`src/rtl/pisca_pkg.sv`:
```
`default_nettype none
// ============================================================================
// Module   : pisca_pkg
// Brief    : Shared types and constants for the LED chaser sequencing controller.
// Revision : 1.0
// ============================================================================
package pisca_pkg;

   localparam int NBITS_PISCA = 8;

   localparam logic [NBITS_PISCA-1:0] INICIO_DIR = 8'b1000_0000;
   localparam logic [NBITS_PISCA-1:0] INICIO_ESQ = 8'b0000_0001;

   typedef enum logic [1:0] {
      IDLE = 2'd0,
      RUN  = 2'd1,
      HOLD = 2'd2,
      DONE = 2'd3
   } state_t;

   typedef enum logic [1:0] {
      M_RIGHT  = 2'd0,
      M_LEFT   = 2'd1,
      M_BOUNCE = 2'd2,
      M_RSVD   = 2'd3
   } mode_t;

   // The reserved encoding behaves exactly like RIGHT.
   function automatic mode_t decode_mode(input logic [1:0] m);
      return (m == 2'd3) ? M_RIGHT : mode_t'(m);
   endfunction

endpackage
`default_nettype wire

```
`src/rtl/pisca_if.sv`:
```
`default_nettype none
// ============================================================================
// Module   : pisca_if
// Brief    : Command inputs and status outputs of the LED chaser controller.
// Revision : 1.0
// ============================================================================
interface pisca_if #(
   parameter int NBITS_PISCA = 8,
   parameter int NBITS_PASS  = 4
);
   logic                   start;
   logic                   stop;
   logic                   freeze;
   logic [1:0]             mode;
   logic [NBITS_PASS-1:0]  n_passes;
   logic [NBITS_PISCA-1:0] led;
   logic                   busy;
   logic                   done;
   logic [NBITS_PASS-1:0]  pass_cnt;
   logic [1:0]             state;

   modport master (
      output start, stop, freeze, mode, n_passes,
      input  led, busy, done, pass_cnt, state
   );

   modport slave (
      input  start, stop, freeze, mode, n_passes,
      output led, busy, done, pass_cnt, state
   );
endinterface
`default_nettype wire

```
`src/rtl/pisca_prescaler.sv`:
```
`default_nettype none
// ============================================================================
// Module   : pisca_prescaler
// Brief    : Step prescaler; tick on the last count of each TICK_DIV window.
// Revision : 1.0
// ============================================================================
module pisca_prescaler #(
   parameter int TICK_DIV = 4
) (
   input  logic clk_2,
   input  logic rst_n,
   input  logic en,
   input  logic clr,
   output logic tick
);
   localparam int            c_cw   = (TICK_DIV > 1) ? $clog2(TICK_DIV) : 1;
   localparam logic [c_cw-1:0] c_last = c_cw'(TICK_DIV - 1);
   localparam logic [c_cw-1:0] c_one  = c_cw'(1);

   logic [c_cw-1:0] r_cnt;

   always_ff @(posedge clk_2 or negedge rst_n) begin
      if (!rst_n) begin
         r_cnt <= '0;
      end else if (clr) begin
         r_cnt <= '0;
      end else if (en) begin
         r_cnt <= (r_cnt == c_last) ? '0 : r_cnt + c_one;
      end
   end

   assign tick = en && !clr && (r_cnt == c_last);

endmodule
`default_nettype wire

```
`src/rtl/pisca_controller.sv`:
```
`default_nettype none
// ============================================================================
// Module   : pisca_controller
// Brief    : LED chaser sequencer: start/stop/freeze, mode latching, pass count.
//            Define PISCA_TRAIL_EN to light the previous position as a trail.
// Revision : 1.0
// ============================================================================
module pisca_controller #(
   parameter int NBITS_PISCA = pisca_pkg::NBITS_PISCA,
   parameter int TICK_DIV    = 4,
   parameter int NBITS_PASS  = 4
) (
   input  logic    clk_2,
   input  logic    rst_n,
   pisca_if.slave  bus
);
   import pisca_pkg::*;

   localparam logic [NBITS_PISCA-1:0] c_msb      = {1'b1, {(NBITS_PISCA-1){1'b0}}};
   localparam logic [NBITS_PISCA-1:0] c_lsb      = {{(NBITS_PISCA-1){1'b0}}, 1'b1};
   localparam logic [NBITS_PASS-1:0]  c_pass_one = NBITS_PASS'(1);

   state_t                 r_state;
   mode_t                  r_mode;
   logic                   r_dir_left;
   logic [NBITS_PISCA-1:0] r_pos;
   logic [NBITS_PISCA-1:0] r_led;
   logic                   r_busy;
   logic                   r_done;
   logic [NBITS_PASS-1:0]  r_pass;
   logic [NBITS_PASS-1:0]  r_limit;

   mode_t                  w_mode_in;
   logic [NBITS_PISCA-1:0] w_start_pos;
   logic                   w_tick;
   logic                   w_pre_en;
   logic                   w_pre_clr;
   logic [NBITS_PISCA-1:0] w_pos_nxt;
   logic                   w_dir_nxt;
   logic                   w_end;
   logic                   w_wrap;
   logic [NBITS_PISCA-1:0] w_trail_nxt;
   logic [NBITS_PASS-1:0]  w_pass_nxt;
   logic                   w_hit;

   assign w_mode_in   = decode_mode(bus.mode);
   assign w_start_pos = (w_mode_in == M_LEFT) ? c_lsb : c_msb;

   // HOLD keeps the count; leaving the run (idle, done or stop) clears it.
   assign w_pre_en  = (r_state == RUN) && !bus.stop && !bus.freeze;
   assign w_pre_clr = ((r_state != RUN) && (r_state != HOLD)) || bus.stop;

   pisca_prescaler #(
      .TICK_DIV (TICK_DIV)
   ) u_prescaler (
      .clk_2 (clk_2),
      .rst_n (rst_n),
      .en    (w_pre_en),
      .clr   (w_pre_clr),
      .tick  (w_tick)
   );

   always_comb begin
      w_pos_nxt = r_pos;
      w_dir_nxt = r_dir_left;
      w_end     = 1'b0;
      case (r_mode)
         M_LEFT: begin
            if (r_pos[NBITS_PISCA-1]) begin
               w_pos_nxt = c_lsb;
               w_end     = 1'b1;
            end else begin
               w_pos_nxt = r_pos << 1;
            end
         end
         M_BOUNCE: begin
            // A pass is counted on arriving at an end, where direction turns.
            w_pos_nxt = r_dir_left ? (r_pos << 1) : (r_pos >> 1);
            w_end     = r_dir_left ? w_pos_nxt[NBITS_PISCA-1] : w_pos_nxt[0];
            if (w_end) begin
               w_dir_nxt = ~r_dir_left;
            end
         end
         default: begin
            if (r_pos[0]) begin
               w_pos_nxt = c_msb;
               w_end     = 1'b1;
            end else begin
               w_pos_nxt = r_pos >> 1;
            end
         end
      endcase
   end

   assign w_wrap     = w_end && (r_mode != M_BOUNCE);
   assign w_pass_nxt = r_pass + c_pass_one;
   assign w_hit      = w_end && (r_limit != '0) && (w_pass_nxt == r_limit);

`ifdef PISCA_TRAIL_EN
   assign w_trail_nxt = w_wrap ? '0 : r_pos;
`else
   assign w_trail_nxt = '0;
`endif

   always_ff @(posedge clk_2 or negedge rst_n) begin
      if (!rst_n) begin
         r_state    <= IDLE;
         r_mode     <= M_RIGHT;
         r_dir_left <= 1'b0;
         r_pos      <= '0;
         r_led      <= '0;
         r_busy     <= 1'b0;
         r_done     <= 1'b0;
         r_pass     <= '0;
         r_limit    <= '0;
      end else begin
         r_done <= 1'b0;
         case (r_state)
            IDLE: begin
               if (bus.start && !bus.stop) begin
                  r_state    <= RUN;
                  r_busy     <= 1'b1;
                  r_mode     <= w_mode_in;
                  r_limit    <= bus.n_passes;
                  r_pass     <= '0;
                  r_dir_left <= 1'b0;
                  r_pos      <= w_start_pos;
                  r_led      <= w_start_pos;
               end
            end
            RUN: begin
               if (bus.stop) begin
                  r_state <= IDLE;
                  r_busy  <= 1'b0;
                  r_led   <= '0;
               end else if (bus.freeze) begin
                  r_state <= HOLD;
               end else if (w_tick) begin
                  r_pos      <= w_pos_nxt;
                  r_dir_left <= w_dir_nxt;
                  if (w_end) begin
                     r_pass <= w_pass_nxt;
                  end
                  if (w_hit) begin
                     r_state <= DONE;
                     r_busy  <= 1'b0;
                     r_done  <= 1'b1;
                     r_led   <= '0;
                  end else begin
                     r_led <= w_pos_nxt | w_trail_nxt;
                  end
               end
            end
            HOLD: begin
               if (bus.stop) begin
                  r_state <= IDLE;
                  r_busy  <= 1'b0;
                  r_led   <= '0;
               end else if (!bus.freeze) begin
                  r_state <= RUN;
               end
            end
            default: begin
               r_state <= IDLE;
               r_led   <= '0;
            end
         endcase
      end
   end

   assign bus.led      = r_led;
   assign bus.busy     = r_busy;
   assign bus.done     = r_done;
   assign bus.pass_cnt = r_pass;
   assign bus.state    = r_state;

endmodule
`default_nettype wire
```
`src/flat_wrapper.sv`:
```
// flat-port wrapper written by rule: the top's interface ports become plain ports
module pisca_controller_flat import pisca_pkg::*;
#(
   parameter int NBITS_PISCA = pisca_pkg::NBITS_PISCA,
   parameter int TICK_DIV    = 4,
   parameter int NBITS_PASS  = 4
)
  (clk_2, rst_n, bus_start, bus_stop, bus_freeze, bus_mode, bus_n_passes, bus_led, bus_busy, bus_done, bus_pass_cnt, bus_state);
  pisca_if #(.NBITS_PISCA(NBITS_PISCA), .NBITS_PASS(NBITS_PASS)) bus_i ();
  input  logic clk_2;
  input  logic rst_n;
  input wire logic [$bits(bus_i.start)-1:0] bus_start;
  input wire logic [$bits(bus_i.stop)-1:0] bus_stop;
  input wire logic [$bits(bus_i.freeze)-1:0] bus_freeze;
  input wire logic [$bits(bus_i.mode)-1:0] bus_mode;
  input wire logic [$bits(bus_i.n_passes)-1:0] bus_n_passes;
  output wire logic [$bits(bus_i.led)-1:0] bus_led;
  output wire logic [$bits(bus_i.busy)-1:0] bus_busy;
  output wire logic [$bits(bus_i.done)-1:0] bus_done;
  output wire logic [$bits(bus_i.pass_cnt)-1:0] bus_pass_cnt;
  output wire logic [$bits(bus_i.state)-1:0] bus_state;
  assign bus_i.start = bus_start;
  assign bus_i.stop = bus_stop;
  assign bus_i.freeze = bus_freeze;
  assign bus_i.mode = bus_mode;
  assign bus_i.n_passes = bus_n_passes;
  assign bus_led = bus_i.led;
  assign bus_busy = bus_i.busy;
  assign bus_done = bus_i.done;
  assign bus_pass_cnt = bus_i.pass_cnt;
  assign bus_state = bus_i.state;
  pisca_controller #(.NBITS_PISCA(NBITS_PISCA), .TICK_DIV(TICK_DIV), .NBITS_PASS(NBITS_PASS)) u_core (.clk_2(clk_2), .rst_n(rst_n), .bus(bus_i));
endmodule
```
`config.mk`:
```
export PLATFORM = sky130hd
export DESIGN_NAME = pisca_controller_flat
export DESIGN_NICKNAME = d
export VERILOG_FILES = /design/src/rtl/pisca_pkg.sv /design/src/rtl/pisca_if.sv /design/src/rtl/pisca_prescaler.sv /design/src/rtl/pisca_controller.sv /design/src/flat_wrapper.sv
export SDC_FILE = /design/constraint.sdc
export NUM_CORES = 1
export LEC_CHECK = 0
export CORE_AREA = 2 2 63 65
export CTS_CLUSTER_SIZE = 28
export DETAILED_ROUTE_END_ITERATION = 10
export DIE_AREA = 0 0 65 67
export HOLD_SLACK_MARGIN = 0.15
export PLACE_DENSITY = 0.76
export SLEW_MARGIN = 10
export SYNTH_ARGS = -nofsm -noshare
export SYNTH_HDL_FRONTEND = slang
export SYNTH_SLANG_ARGS = --single-unit
export TNS_END_PERCENT = 5
```
`constraint.sdc`:
```
create_clock -name clk_2 -period 2.9 [get_ports clk_2]
set_input_delay 0.435 -clock clk_2 [delete_from_list [all_inputs] [get_ports clk_2]]
set_output_delay 0.435 -clock clk_2 [all_outputs]
set_load 0.01 [all_outputs]
```
==> impl_metrics.env <==
export IMPL_clk_path_buf_depth=2
export IMPL_rrSetupSlack_ps=710
export IMPL_worst_pin_slew_ps=554
export IMPL_grt_max_degree=34
export IMPL_setup_worst_path_end_class="register"
export IMPL_drc=0
export IMPL_r2r_start="u_core.bus.state[1]"
export IMPL_cts_setup_buffers=0
export IMPL_clk_insertion_delay_late_ps=290
export IMPL_htreeDepth=2
export IMPL_hold_class="register to register"
export IMPL_grt_pass1_vias=1474
export IMPL_crit_path_start="u_core.bus.state[1]"
export IMPL_via_per_inst=5.72
export IMPL_die_h_um=67
export IMPL_synth_common_cells="33 x dfrtp_1, 13 x a22o_1, 10 x a21oi_1, 10 x nor2_1, 9 x ha_1"
export IMPL_grt_usage_pct=20.3
export IMPL_routedWlPerCell_um=15.2
export IMPL_clock_sinks=33
export IMPL_fin_nets=225
export IMPL_maxCapViolations=0
export IMPL_setup_ws_ps=711
export IMPL_cts_buffers_inserted=5
export IMPL_rr_worst_depth=7
export IMPL_required_ps=3070
export IMPL_synthTopCellsByArea="dfrtp_1 44%, a22o_1 6.0%, ha_1 5.9%"
export IMPL_overflow=0
export IMPL_rsz0062_at_grt="no"
export IMPL_synth_distinct_cells=46
export IMPL_die_area_um2=4360
export IMPL_yosysMostFrequentCell="dfrtp_1"
export IMPL_ioPinCount=27
export IMPL_post_route_period_util_pct=75.5
export IMPL_dp_final_hpwl_um=2900
export IMPL_critPathMaxFanout=11
export IMPL_setup_violations=0
export IMPL_die_w_um=65
export IMPL_yosysWarningCount=0
export IMPL_p_per_area_nw_per_um2=867
export IMPL_totalWireLength_um=3870
export IMPL_clk_pin_slew_ps=60
export IMPL_arrival_ps=2360
export IMPL_setup_tns_ps=0
export IMPL_async_reset_ff_share_pct=100
export IMPL_routabilityCongestion=0.876
export IMPL_place_ws_ps=702
export IMPL_area_delta_synth_final_pct=21.6
export IMPL_dr_pass1_iters=4
export IMPL_synth_area_um2=1900
export IMPL_vias=1452
export IMPL_period_minus_slack_ps=2190
export IMPL_p_leak_nw=1.05
export IMPL_cts_resized=0
export IMPL_dp_cells=246
export IMPL_hold_start="u_core.bus.busy"
export IMPL_r2r_end="u_core.bus.state[1]"
export IMPL_antenna_found_initial=0
export IMPL_yosysSeqAreaShare_pct=43.6
export IMPL_ys_ff_latch=33
export IMPL_antenna_left=0
export IMPL_slew_violations=0
export IMPL_cts_hold_fix_buffers=0
export IMPL_hold_viol=0
export IMPL_whs_ps=506
export IMPL_grt_pass1_wl_um=6640
export IMPL_core_um2=3610
export IMPL_synth_nets=192
export IMPL_synth_edff_count=0
export IMPL_status="finished clean"
export IMPL_rows=22
export IMPL_slew_headroom_pct=62.7
export IMPL_holdPathStages=2
export IMPL_hold_end="u_core.bus.busy"
export IMPL_peakVddDrop_uv=403
export IMPL_stdcell_count=254
export IMPL_cts_tree="built"
export IMPL_critPathLaunchType="register"
export IMPL_yosys_area_top_type_share_pct=43.6
export IMPL_clock_skew_ps=5.50
export IMPL_fmax_mhz=457
export IMPL_cts_root_buf="clkbuf_8"
export IMPL_crit_type="register to register"
export IMPL_antenna_cells=0
export IMPL_start_util_pct=52.6
export IMPL_layout_drive_gt1_share_pct=17.0
export IMPL_port_buffers=26
export IMPL_synth_top_cell_by_area="dfrtp_1"
export IMPL_synth_cells=172
export IMPL_syn_mean_instance_area_um2=11.0
export IMPL_drtIter0Drc=107
export IMPL_synthFlopType="dfrtp_1"
-- logic make-up (layout without fill, tap and decap cells) --
logic type / count (synthesis) / after routing / share of synthesized area, %
compound gates: 58 / 58 / 24.8
simple gates: 46 / 46 / 15.1
flops: 33 / 33 / 43.6
buf+inv: 11 / 45 / 2.64
fa+ha+maj: 9 / 9 / 5.94
mux: 9 / 9 / 5.21
xor+xnor: 6 / 6 / 2.77
-- per-layer routing --
metal | wire (µm) | vias to the layer above | share of wire (%) | track usage, %
li1 | - | 698 | - | -
met1 | 1630 | 715 | 42 | 22.6
met2 | 2010 | 28 | 52 | 36.1
met3 | 129 | 11 | 3.3 | 5.74
met4 | 97 | 0 | 2.5 | 8.51
met5 | 0 | - | 0 | 0
-- through the flow --
stage                     area (µm²)  util [%]  power [mW]
final                           2300      63.9        2.00
after global placement          2220      61.6        1.63
after global routing            2300      63.9        2.15
after floorplan                 1900         -        1.40
after detailed placement        2220      61.6        1.66
after CTS                       2300      63.9        2.00
-- worst max path at each step --
stage / endpoint / cells past startpoint
2_1_floorplan: u_core.bus.state[0] / 7
3_3_place_gp: u_core.bus.state[1] / 6
3_5_place_dp: u_core.bus.state[1] / 6
4_1_cts: u_core.bus.state[1] / 7
5_1_grt: u_core.bus.state[1] / 7
6_report: u_core.bus.state[1] / 7
-- worst max-delay path: stages (launching register included) --
cell and delay (ps):
dfrtp_1 450, inv_1 110, ha_1 400, nor2b_1 370, a21oi_1 70, o21ai_0 130, a21boi_2 210, mux2_1 330
-- flip-flops by register name, summed over array words and instances, names as in the netlist --
signal / count
u_core.u_prescaler.r_cnt: 2
u_core.r_limit: 4
u_core.bus.state: 2
u_core.bus.busy: 1
u_core.bus.done: 1
u_core.bus.pass_cnt: 4
u_core.r_pos: 8
u_core.r_mode: 2
u_core.r_dir_left: 1
u_core.bus.led: 8
-- cell usage in the layout (no fill, tap or decap), types with 6 or more instances in the layout --
cell type / netlist / layout
dfrtp_1: 33 / 33
clkdlybuf4s50_1: 0 / 26
a22o_1: 13 / 13
nor2_1: 10 / 10
a21oi_1: 10 / 10
ha_1: 9 / 9
nand2_1: 8 / 8
o21ai_0: 8 / 8
inv_1: 7 / 7
nand2b_1: 7 / 7
nor2b_1: 7 / 7
a31o_2: 6 / 6
-- final cells by class --
class                   instances  area, µm²
clock buffers                   6       72.6
clock inverters                 2       10.0
fillers                       304       1300
inverters                       7       26.3
multi-input cells             128       1020
flip-flops and latches         33        826
well taps                      48       60.1
repair buffers                 30        290
-- power by group --
part / total, mW / internal [mW] / leakage [nW] / switching, mW
Clock: 0.333 / 0.166 / 0.0450 / 0.167
Combinational: 1.02 / 0.428 / 0.562 / 0.590
Sequential: 0.647 / 0.560 / 0.440 / 0.0868
Total: 2.00 / 1.15 / 1.05 / 0.844
Note: power is estimated with default switching activity, not from simulation.
